[config.mk]
export PLATFORM = sky130hd
export DESIGN_NAME = uart_byte_fifo
export DESIGN_NICKNAME = d
export VERILOG_FILES = /design/src/rtl/uart_byte_fifo.sv
export SDC_FILE = /design/constraint.sdc
export NUM_CORES = 1
export LEC_CHECK = 0
export CAP_MARGIN = 20
export CELL_PAD_IN_SITES_DETAIL_PLACEMENT = 1
export CELL_PAD_IN_SITES_GLOBAL_PLACEMENT = 2
export CORE_MARGIN = 5
export CORE_UTILIZATION = 40
export DETAILED_ROUTE_END_ITERATION = 10
export PLACE_DENSITY_LB_ADDON = 0.1
export SETUP_SLACK_MARGIN = 0.2
export SLEW_MARGIN = 20
export SYNTH_ARGS = -nofsm -noshare
export SYNTH_HDL_FRONTEND = slang
export SYNTH_SLANG_ARGS = --single-unit
export TNS_END_PERCENT = 1
[constraint.sdc]
create_clock -name clk -period 3 [get_ports clk]
set_input_delay 0.6 -clock clk [delete_from_list [all_inputs] [get_ports clk]]
set_output_delay 0.6 -clock clk [all_outputs]
set_load 0.01 [all_outputs]
[src/rtl/uart_byte_fifo.sv]
// Show-ahead byte FIFO between the UART receiver and its consumer.
// Ready/valid on both sides, occupancy count and a sticky overflow flag.
module uart_byte_fifo #(
    parameter int WIDTH = 8,
    parameter int DEPTH = 16
) (
    input  logic                     clk,
    input  logic                     reset_n,
    input  logic [WIDTH-1:0]         enq_data,
    input  logic                     enq_valid,
    output logic                     enq_ready,
    output logic [WIDTH-1:0]         deq_data,
    output logic                     deq_valid,
    input  logic                     deq_ready,
    output logic [$clog2(DEPTH):0]   count,
    output logic                     overflow,
    input  logic                     clear_overflow
);

    localparam int PTR_W = $clog2(DEPTH);
    localparam int CNT_W = PTR_W + 1;
    localparam logic [PTR_W-1:0] PTR_ONE  = PTR_W'(1);
    localparam logic [CNT_W-1:0] CNT_ONE  = CNT_W'(1);
    localparam logic [CNT_W-1:0] FULL_CNT = CNT_W'(DEPTH);

    // Pointer wrap relies on natural binary rollover, so DEPTH must be 2^n.
    if (DEPTH < 2 || (DEPTH & (DEPTH - 1)) != 0) begin : g_bad_depth
        $error("uart_byte_fifo: DEPTH must be a power of two >= 2");
    end

    logic [WIDTH-1:0] mem [DEPTH];
    logic [PTR_W-1:0] wr_ptr;
    logic [PTR_W-1:0] rd_ptr;
    logic [CNT_W-1:0] cnt_q;
    logic             ovf_q;

    logic full;
    logic empty;
    logic enq_fire;
    logic deq_fire;

    // Handshake flags come from the stored count only; no bypass paths.
    assign full      = (cnt_q == FULL_CNT);
    assign empty     = (cnt_q == '0);
    assign enq_ready = !full;
    assign deq_valid = !empty;
    assign enq_fire  = enq_valid && enq_ready;
    assign deq_fire  = deq_valid && deq_ready;

    assign deq_data  = mem[rd_ptr];
    assign count     = cnt_q;
    assign overflow  = ovf_q;

    // Storage is intentionally not reset; writes are blocked while in reset.
    always_ff @(posedge clk) begin
        if (enq_fire && reset_n) begin
            mem[wr_ptr] <= enq_data;
        end
    end

    always_ff @(posedge clk or negedge reset_n) begin
        if (!reset_n) begin
            wr_ptr <= '0;
            rd_ptr <= '0;
        end else begin
            if (enq_fire) begin
                wr_ptr <= wr_ptr + PTR_ONE;
            end
            if (deq_fire) begin
                rd_ptr <= rd_ptr + PTR_ONE;
            end
        end
    end

    always_ff @(posedge clk or negedge reset_n) begin
        if (!reset_n) begin
            cnt_q <= '0;
        end else begin
            unique case ({enq_fire, deq_fire})
                2'b10:   cnt_q <= cnt_q + CNT_ONE;
                2'b01:   cnt_q <= cnt_q - CNT_ONE;
                default: cnt_q <= cnt_q;
            endcase
        end
    end

    // A new overflow event in the same cycle as a clear keeps the flag set.
    always_ff @(posedge clk or negedge reset_n) begin
        if (!reset_n) begin
            ovf_q <= 1'b0;
        end else if (enq_valid && full) begin
            ovf_q <= 1'b1;
        end else if (clear_overflow) begin
            ovf_q <= 1'b0;
        end
    end

endmodule

==> flow_metrics.env, run 1 <==
export IMPL_pin_count_of_the_biggest_net_entering_global_routing=36
export IMPL_synthSimpleGateAreaFrac_pct=4.20
export IMPL_regToRegStartpoint="count[1]$_DFFE_PN0P_"
export IMPL_clock_tree_from_tritoncts="built"
export IMPL_setup_violations_final=0
export IMPL_post_route_period_util_pct=96.2
export IMPL_post_synth_mux_area_share_pct=17.7
export IMPL_die_area_um2=17200
export IMPL_max_freq_mhz=347
export IMPL_ant_nets=0
export IMPL_timing_max_slew_rel_slack_pct=58.1
export IMPL_grt_pass1_vias=3222
export IMPL_vdd_ir_drop_max_uv=466
export IMPL_io_pins=29
export IMPL_number_of_input_and_output_port_buffers_inserted=28
export IMPL_layout_commonest_cell="sky130_fd_sc_hd__edfxtp_1"
export IMPL_clock_buffer_depth=2
export IMPL_timing_worst_slew_pin_value_ns=0.629
export IMPL_main_combinational_cell_family_by_area_after_synthesis="multiplexers"
export IMPL_grt_antenna_before_repair=0
export IMPL_synth_warnings=0
export IMPL_critPathCaptureType="output pin"
export IMPL_syn_to_layout_area_delta_pct=22.6
export IMPL_async_reset_ff_share_pct=9.86
export IMPL_grtUsageTotal_pct=16.5
export IMPL_post_dp_hpwl_um=8690
export IMPL_die_h_um=131
export IMPL_power_density_nw_per_um2=947
export IMPL_synth_main_ff_cell="sky130_fd_sc_hd__edfxtp_1"
export IMPL_outcome="finished clean"
export IMPL_p_leak_nw=2.48
export IMPL_clk_root_buffer_cell="sky130_fd_sc_hd__clkbuf_16"
export IMPL_worstSetupPathType="reg -> out"
export IMPL_tritoncts_num_sinks=142
export IMPL_vias_per_cell=5.40
export IMPL_placementRows=44
export IMPL_post_synth_inst_count=281
export IMPL_drv_max_cap_violation_count=0
export IMPL_n_fill_cell=1333
export IMPL_synth_xor_area_share_pct=1.49
export IMPL_min_delay_path_class="reg -> reg"
export IMPL_clock_tree_htree_level_count=4
export IMPL_area_share_of_the_largest_cell_type_after_synthesis_pct=65.5
export IMPL_finalWorstPathRequiredPeriod_ns=2.89
export IMPL_crit_required_ns=2.40
export IMPL_synth_area_um2=5870
export IMPL_layout_drive_gt1_share_pct=33.4
export IMPL_timing_hold_worst_start="rd_ptr[2]$_DFFE_PN0N_"
export IMPL_num_antenna_cells=0
export IMPL_finClkSkew_ns=0.00791
export IMPL_synth_largest_area_cell="sky130_fd_sc_hd__edfxtp_1"
export IMPL_initial_utilization_pct=40.5
export IMPL_cell_types_with_the_largest_area_share_after_synthesis="sky130_fd_sc_hd__edfxtp_1 66%, sky130_fd_sc_hd__mux4_1 13%, sky130_fd_sc_hd__dfrtp_1 6.0%, sky130_fd_sc_hd__mux4_2 3.8%, sky130_fd_sc_hd__ha_1 1.7%"
export IMPL_synth_seq_cells=142
export IMPL_drt_total_wl_um=13600
export IMPL_final_util_pct=49.7
export IMPL_drc=0
export IMPL_post_synthesis_net_count=302
export IMPL_arrival_ns=2.29
export IMPL_final_max_slew_viol_count=0
export IMPL_area_of_the_placeable_core_um2=14500
export IMPL_design_final_nets=382
export IMPL_grt_first_pass_wirelength_um=20800
export IMPL_floorplan_die_width_um=131
export IMPL_grt_overflow_total=0
export IMPL_setup_worst_path_start_class="flip-flop"
export IMPL_finalHoldViolCount=0
export IMPL_number_of_buffers_created_by_cts=17
export IMPL_synth_lib_cells_used_distinct=38
export IMPL_setup_repair_after_global_routing_missed_its_margin="true"
export IMPL_detailroute_via_count=3015
export IMPL_synth_enable_flop_cells=128
export IMPL_clk_pin_slew_worst_paths_ns=0.06
export IMPL_drt_first_pass_iters=4
export IMPL_avgRoutedWirePerCell_um=24.3
export IMPL_timing_critical_path_from="rd_ptr[0]$_DFFE_PN0N_"
export IMPL_setup_total_negative_slack_ns=0
export IMPL_globalplace_congestion=0.760
export IMPL_synth_area_per_cell_um2=20.9
export IMPL_synth_compound_area_share_pct=1.60
export IMPL_adder_and_majority_cell_fraction_of_the_synthesized_area_pct=1.71
export IMPL_clk_latency_ns=0.42
export IMPL_mostFrequentLayoutCells="128 x sky130_fd_sc_hd__edfxtp_1, 36 x sky130_fd_sc_hd__buf_4, 35 x sky130_fd_sc_hd__mux4_2"
export IMPL_yosysSeqAreaShare_pct=71.5
export IMPL_initial_drt_markers=213
export IMPL_maximum_fanout_encountered_on_the_critical_timing_path=8
area by class of cell:
class	instances	area (um^2)	area share (%)
Clock inverter	15	145	2.02
Sequential cell	142	4200	58.3
Clock buffer	17	425	5.91
Tap cell	184	230	3.20
Multi-Input combinational cell	119	1470	20.4
Timing Repair Buffer	75	708	9.84
Inverter	6	22.5	0.313
routing by layer:
metal / vias to the layer above / global-route usage (%) / part of all wire, %
met3: 17 / 4.89 / 3.7
met5: - / 0 / 0
met2: 59 / 26.7 / 51
li1: 1318 / - / -
met1: 1621 / 21.8 / 44
met4: 0 / 4.50 / 1.2
cells in the mapped netlist, drive strengths merged (2+ instances only):
cell / n
nand2: 10
nand3b: 2
xnor2: 7
and3b: 2
o21ai: 2
ha: 8
xor2: 3
nand3: 4
clkbuf: 8
edfxtp: 128
o211ai: 2
nor3: 2
buf: 6
mux2: 2
mux4: 40
nor2: 17
o21a: 2
dfrtp: 14
nand4: 2
inv: 6
sequential cells by signal, indices dropped and copies added, names as in the netlist:
signal / cells
count: 5
wr_ptr: 4
rd_ptr: 4
mem: 128
overflow: 1
path summary, 6_finish.rpt:
path / end / slack (ns) / cells after the start
hold / removal: rd_ptr[2]$_DFFE_PN0N_ / 0.52 / 1
setup reg to reg: count[4]$_DFFE_PN0P_ / 0.42 / 9
hold reg to reg: rd_ptr[2]$_DFFE_PN0N_ / 0.52 / 1
max in group asynchronous: rd_ptr[0]$_DFFE_PN0N_ / 2.13 / 2
setup / recovery: deq_data[6] / 0.11 / 5
min in group asynchronous: rd_ptr[0]$_DFFE_PN0N_ / 0.66 / 2
cell families after synthesis:
logic type,count (synthesis)
flip-flops,142
AND/OR/NAND/NOR,46
multiplexers,42
buffers and inverters,20
AO/OA/AOI/OAI,13
XOR/XNOR,10
adder cells (fa/ha/maj),8
repair_timing:
item / in CTS / in global routing
endpoints found under the hold margin: 0 / 0
setup buffers: 12 / 0
hold buffers: 0 / 0
gates resized for setup: 66 / 5
endpoints found under the setup margin: 8 / 8
critical path, stage by stage (launching register included):
cell and delay, ns:
sky130_fd_sc_hd__dfrtp_2 0.44, sky130_fd_sc_hd__buf_12 0.15, sky130_fd_sc_hd__buf_6 0.10, sky130_fd_sc_hd__mux4_2 0.50, sky130_fd_sc_hd__mux4_2 0.52, sky130_fd_sc_hd__buf_6 0.14
metrics by stage:
stage	area, um^2	setup slack (ns)	std cells	hold WS [ns]	power, mW
finish	7200	0.114	558	0.518	6.82
global route	7200	0.0396	558	0.550	7.16
CTS	7200	0.0875	558	0.527	6.90
detailed placement	6590	0.0795	514	0.517	4.64
global placement	6590	0.169	514	0.498	4.60
floorplan	5870	0.319	281	0.304	3.78
power breakdown:
part | leakage (nW) | internal [mW] | switching [mW] | total [mW]
clock network | 0.274 | 1.22 | 0.809 | 2.03
registers | 1.32 | 2.35 | 0.209 | 2.56
logic | 0.887 | 1.27 | 0.958 | 2.23
No activity file was read; power rests on OpenSTA's default activity.
==> run 2, diff against run 1 <==
Settings changed: GPL_ROUTABILITY_DRIVEN from default to 0, TNS_END_PERCENT 1 to default.
==> run 2 against run 1 <==
Final area increased by 0.17%. Power increased by 0.71%. Global-route usage rose by 0.055 points. Critical path type unchanged. Largest cell class unchanged.
==> flow_metrics.env, run 2 (same netlist as run 1, synthesis figures left out) <==
export IMPL_layout_drive_gt1_share_pct=34.0
export IMPL_drt_first_pass_iters=4
export IMPL_outcome="finished clean"
export IMPL_setup_repair_after_global_routing_missed_its_margin="true"
export IMPL_largest_register_ff_count=128
export IMPL_max_freq_mhz=346
export IMPL_timing_worst_slew_pin_value_ns=0.636
export IMPL_setup_worst_path_start_class="flip-flop"
export IMPL_top_register="mem"
export IMPL_vdd_ir_drop_max_uv=465
export IMPL_drt_total_wl_um=13500
export IMPL_setup_violations_final=0
export IMPL_num_antenna_cells=0
export IMPL_final_util_pct=49.8
export IMPL_regToRegSetupSlack_ns=0.42
export IMPL_timing_max_slew_rel_slack_pct=57.6
export IMPL_initial_drt_markers=222
export IMPL_placement_setup_worst_slack_ns=0.0795
export IMPL_ant_nets=0
export IMPL_n_fill_cell=1328
export IMPL_finalWorstPathRequiredPeriod_ns=2.89
export IMPL_die_area_um2=17200
export IMPL_critPathCaptureType="output pin"
export IMPL_post_dp_hpwl_um=8690
export IMPL_number_of_buffers_created_by_cts=17
export IMPL_maximum_fanout_encountered_on_the_critical_timing_path=8
export IMPL_crit_required_ns=2.40
export IMPL_layout_commonest_cell="sky130_fd_sc_hd__edfxtp_1"
export IMPL_number_of_input_and_output_port_buffers_inserted=28
export IMPL_post_route_period_util_pct=96.2
export IMPL_final_critical_path_setup_slack_ns=0.113
export IMPL_grt_pass1_vias=3213
export IMPL_tritoncts_num_sinks=142
export IMPL_clk_pin_slew_worst_paths_ns=0.06
export IMPL_finClkSkew_ns=0.0113
export IMPL_placementRows=44
export IMPL_worstRegToRegCells=9
export IMPL_grt_overflow_total=0
export IMPL_final_max_slew_viol_count=0
export IMPL_syn_to_layout_area_delta_pct=22.9
export IMPL_clock_buffer_depth=2
export IMPL_die_h_um=131
export IMPL_detailroute_via_count=3011
export IMPL_pin_count_of_the_biggest_net_entering_global_routing=36
export IMPL_min_delay_path_class="reg -> reg"
export IMPL_p_leak_nw=2.48
export IMPL_arrival_ns=2.29
export IMPL_critical_path_max_stage_delay_ns=0.52
export IMPL_floorplan_die_width_um=131
export IMPL_grtUsageTotal_pct=16.5
export IMPL_power_density_nw_per_um2=952
export IMPL_initial_utilization_pct=40.5
export IMPL_end_point_of_the_most_critical_hold_path="rd_ptr[2]$_DFFE_PN0N_"
export IMPL_design_final_nets=382
export IMPL_finalHoldViolCount=0
export IMPL_regToRegStartpoint="count[1]$_DFFE_PN0P_"
export IMPL_area_of_the_placeable_core_um2=14500
export IMPL_critical_path_slowest_cell="sky130_fd_sc_hd__mux4_2"
export IMPL_io_pins=29
export IMPL_worst_r2r_endpoint="count[4]$_DFFE_PN0P_"
export IMPL_grt_first_pass_wirelength_um=20900
export IMPL_setup_total_negative_slack_ns=0
export IMPL_clock_tree_htree_level_count=4
export IMPL_clock_tree_from_tritoncts="built"
export IMPL_avgRoutedWirePerCell_um=24.2
export IMPL_clk_root_buffer_cell="sky130_fd_sc_hd__clkbuf_16"
export IMPL_mostFrequentLayoutCells="128 x sky130_fd_sc_hd__edfxtp_1, 37 x sky130_fd_sc_hd__mux4_2, 36 x sky130_fd_sc_hd__buf_4"
export IMPL_drc=0
export IMPL_vias_per_cell=5.40
export IMPL_timing_hold_worst_start="rd_ptr[2]$_DFFE_PN0N_"
export IMPL_grt_antenna_before_repair=0
export IMPL_clk_latency_ns=0.42
export IMPL_worstSetupPathType="reg -> out"
export IMPL_drv_max_cap_violation_count=0
export IMPL_crit_chain="buf_12 > buf_6 > mux4_2 > mux4_2 > buf_6"
export IMPL_min_delay_path_depth=1
run 2: changes by cell type in the layout (fill, tap and decap cells not counted):
| cell | delta |
|---|---|
| sky130_fd_sc_hd__buf_8 | +2 |
| sky130_fd_sc_hd__mux4_2 | +2 |
| sky130_fd_sc_hd__buf_2 | -2 |
| sky130_fd_sc_hd__mux4_1 | -2 |
run 2: power by group:
group,switching [mW],internal (mW),leakage (nW)
registers,0.210,2.35,1.32
logic,0.970,1.31,0.885
clock network,0.803,1.22,0.274
run 2: worst max path at each step:
| stage | depth (start not counted) | from | slack, ns | end |
|---|---|---|---|---|
| 4_1_cts | 5 | rd_ptr[0]$_DFFE_PN0N_ | 0.09 | deq_data[6] |
| 6_report | 5 | rd_ptr[0]$_DFFE_PN0N_ | 0.11 | deq_data[6] |
| 2_1_floorplan | 13 | count[1]$_DFFE_PN0P_ | 0.32 | count[4]$_DFFE_PN0P_ |
| 3_3_place_gp | 10 | enq_valid | 0.17 | count[4]$_DFFE_PN0P_ |
| 3_5_place_dp | 10 | enq_valid | 0.08 | count[4]$_DFFE_PN0P_ |
| 5_1_grt | 5 | rd_ptr[0]$_DFFE_PN0N_ | 0.04 | deq_data[6] |
run 2: layout make-up:
| type | count | area, um^2 | share of cell area [%] |
|---|---|---|---|
| timing repair buffer | 75 | 728 | 10.1 |
| inverter | 6 | 22.5 | 0.312 |
| clock buffer | 17 | 425 | 5.90 |
| clock inverter | 15 | 145 | 2.01 |
| multi-input combinational | 119 | 1460 | 20.3 |
| sequential | 142 | 4200 | 58.2 |
| tap | 184 | 230 | 3.19 |
run 2: timing repair:
action | in CTS | in global routing
hold buffers | 0 | 0
setup endpoints to repair | 8 | 8
setup buffers | 12 | 0
gates resized for setup | 76 | 1
run 2: stage by stage:
stage	power (mW)	hold slack, ns	area [um^2]	instances
5_1_grt	7.21	0.550	7210	558
2_1_floorplan	3.78	0.304	5870	281
6_report	6.87	0.513	7210	558
4_1_cts	6.99	0.527	7210	558
3_5_place_dp	4.64	0.517	6590	514
3_3_place_gp	4.60	0.498	6590	514
run 2: per-layer routing:
| layer | GRT usage, % | vias up | share of wire [%] |
|---|---|---|---|
| met2 | 26.7 | 58 | 51 |
| met3 | 4.85 | 12 | 3.7 |
| li1 | - | 1317 | - |
| met1 | 22.0 | 1624 | 44 |
| met5 | 0 | - | 0 |
| met4 | 4.50 | 0 | 0.87 |
run 2: worst max-delay path: cells and delay by family (launching register included):
kind / cells / cell delay [ns]
mux: 2 / 1.02
flops: 1 / 0.44
buf+inv: 3 / 0.39
==> run 3, diff against run 2 <==
Settings changed: TNS_END_PERCENT from default to 20.
==> results of run 3 <==
Final layout, timing and power as in run 1 (identical DEF).
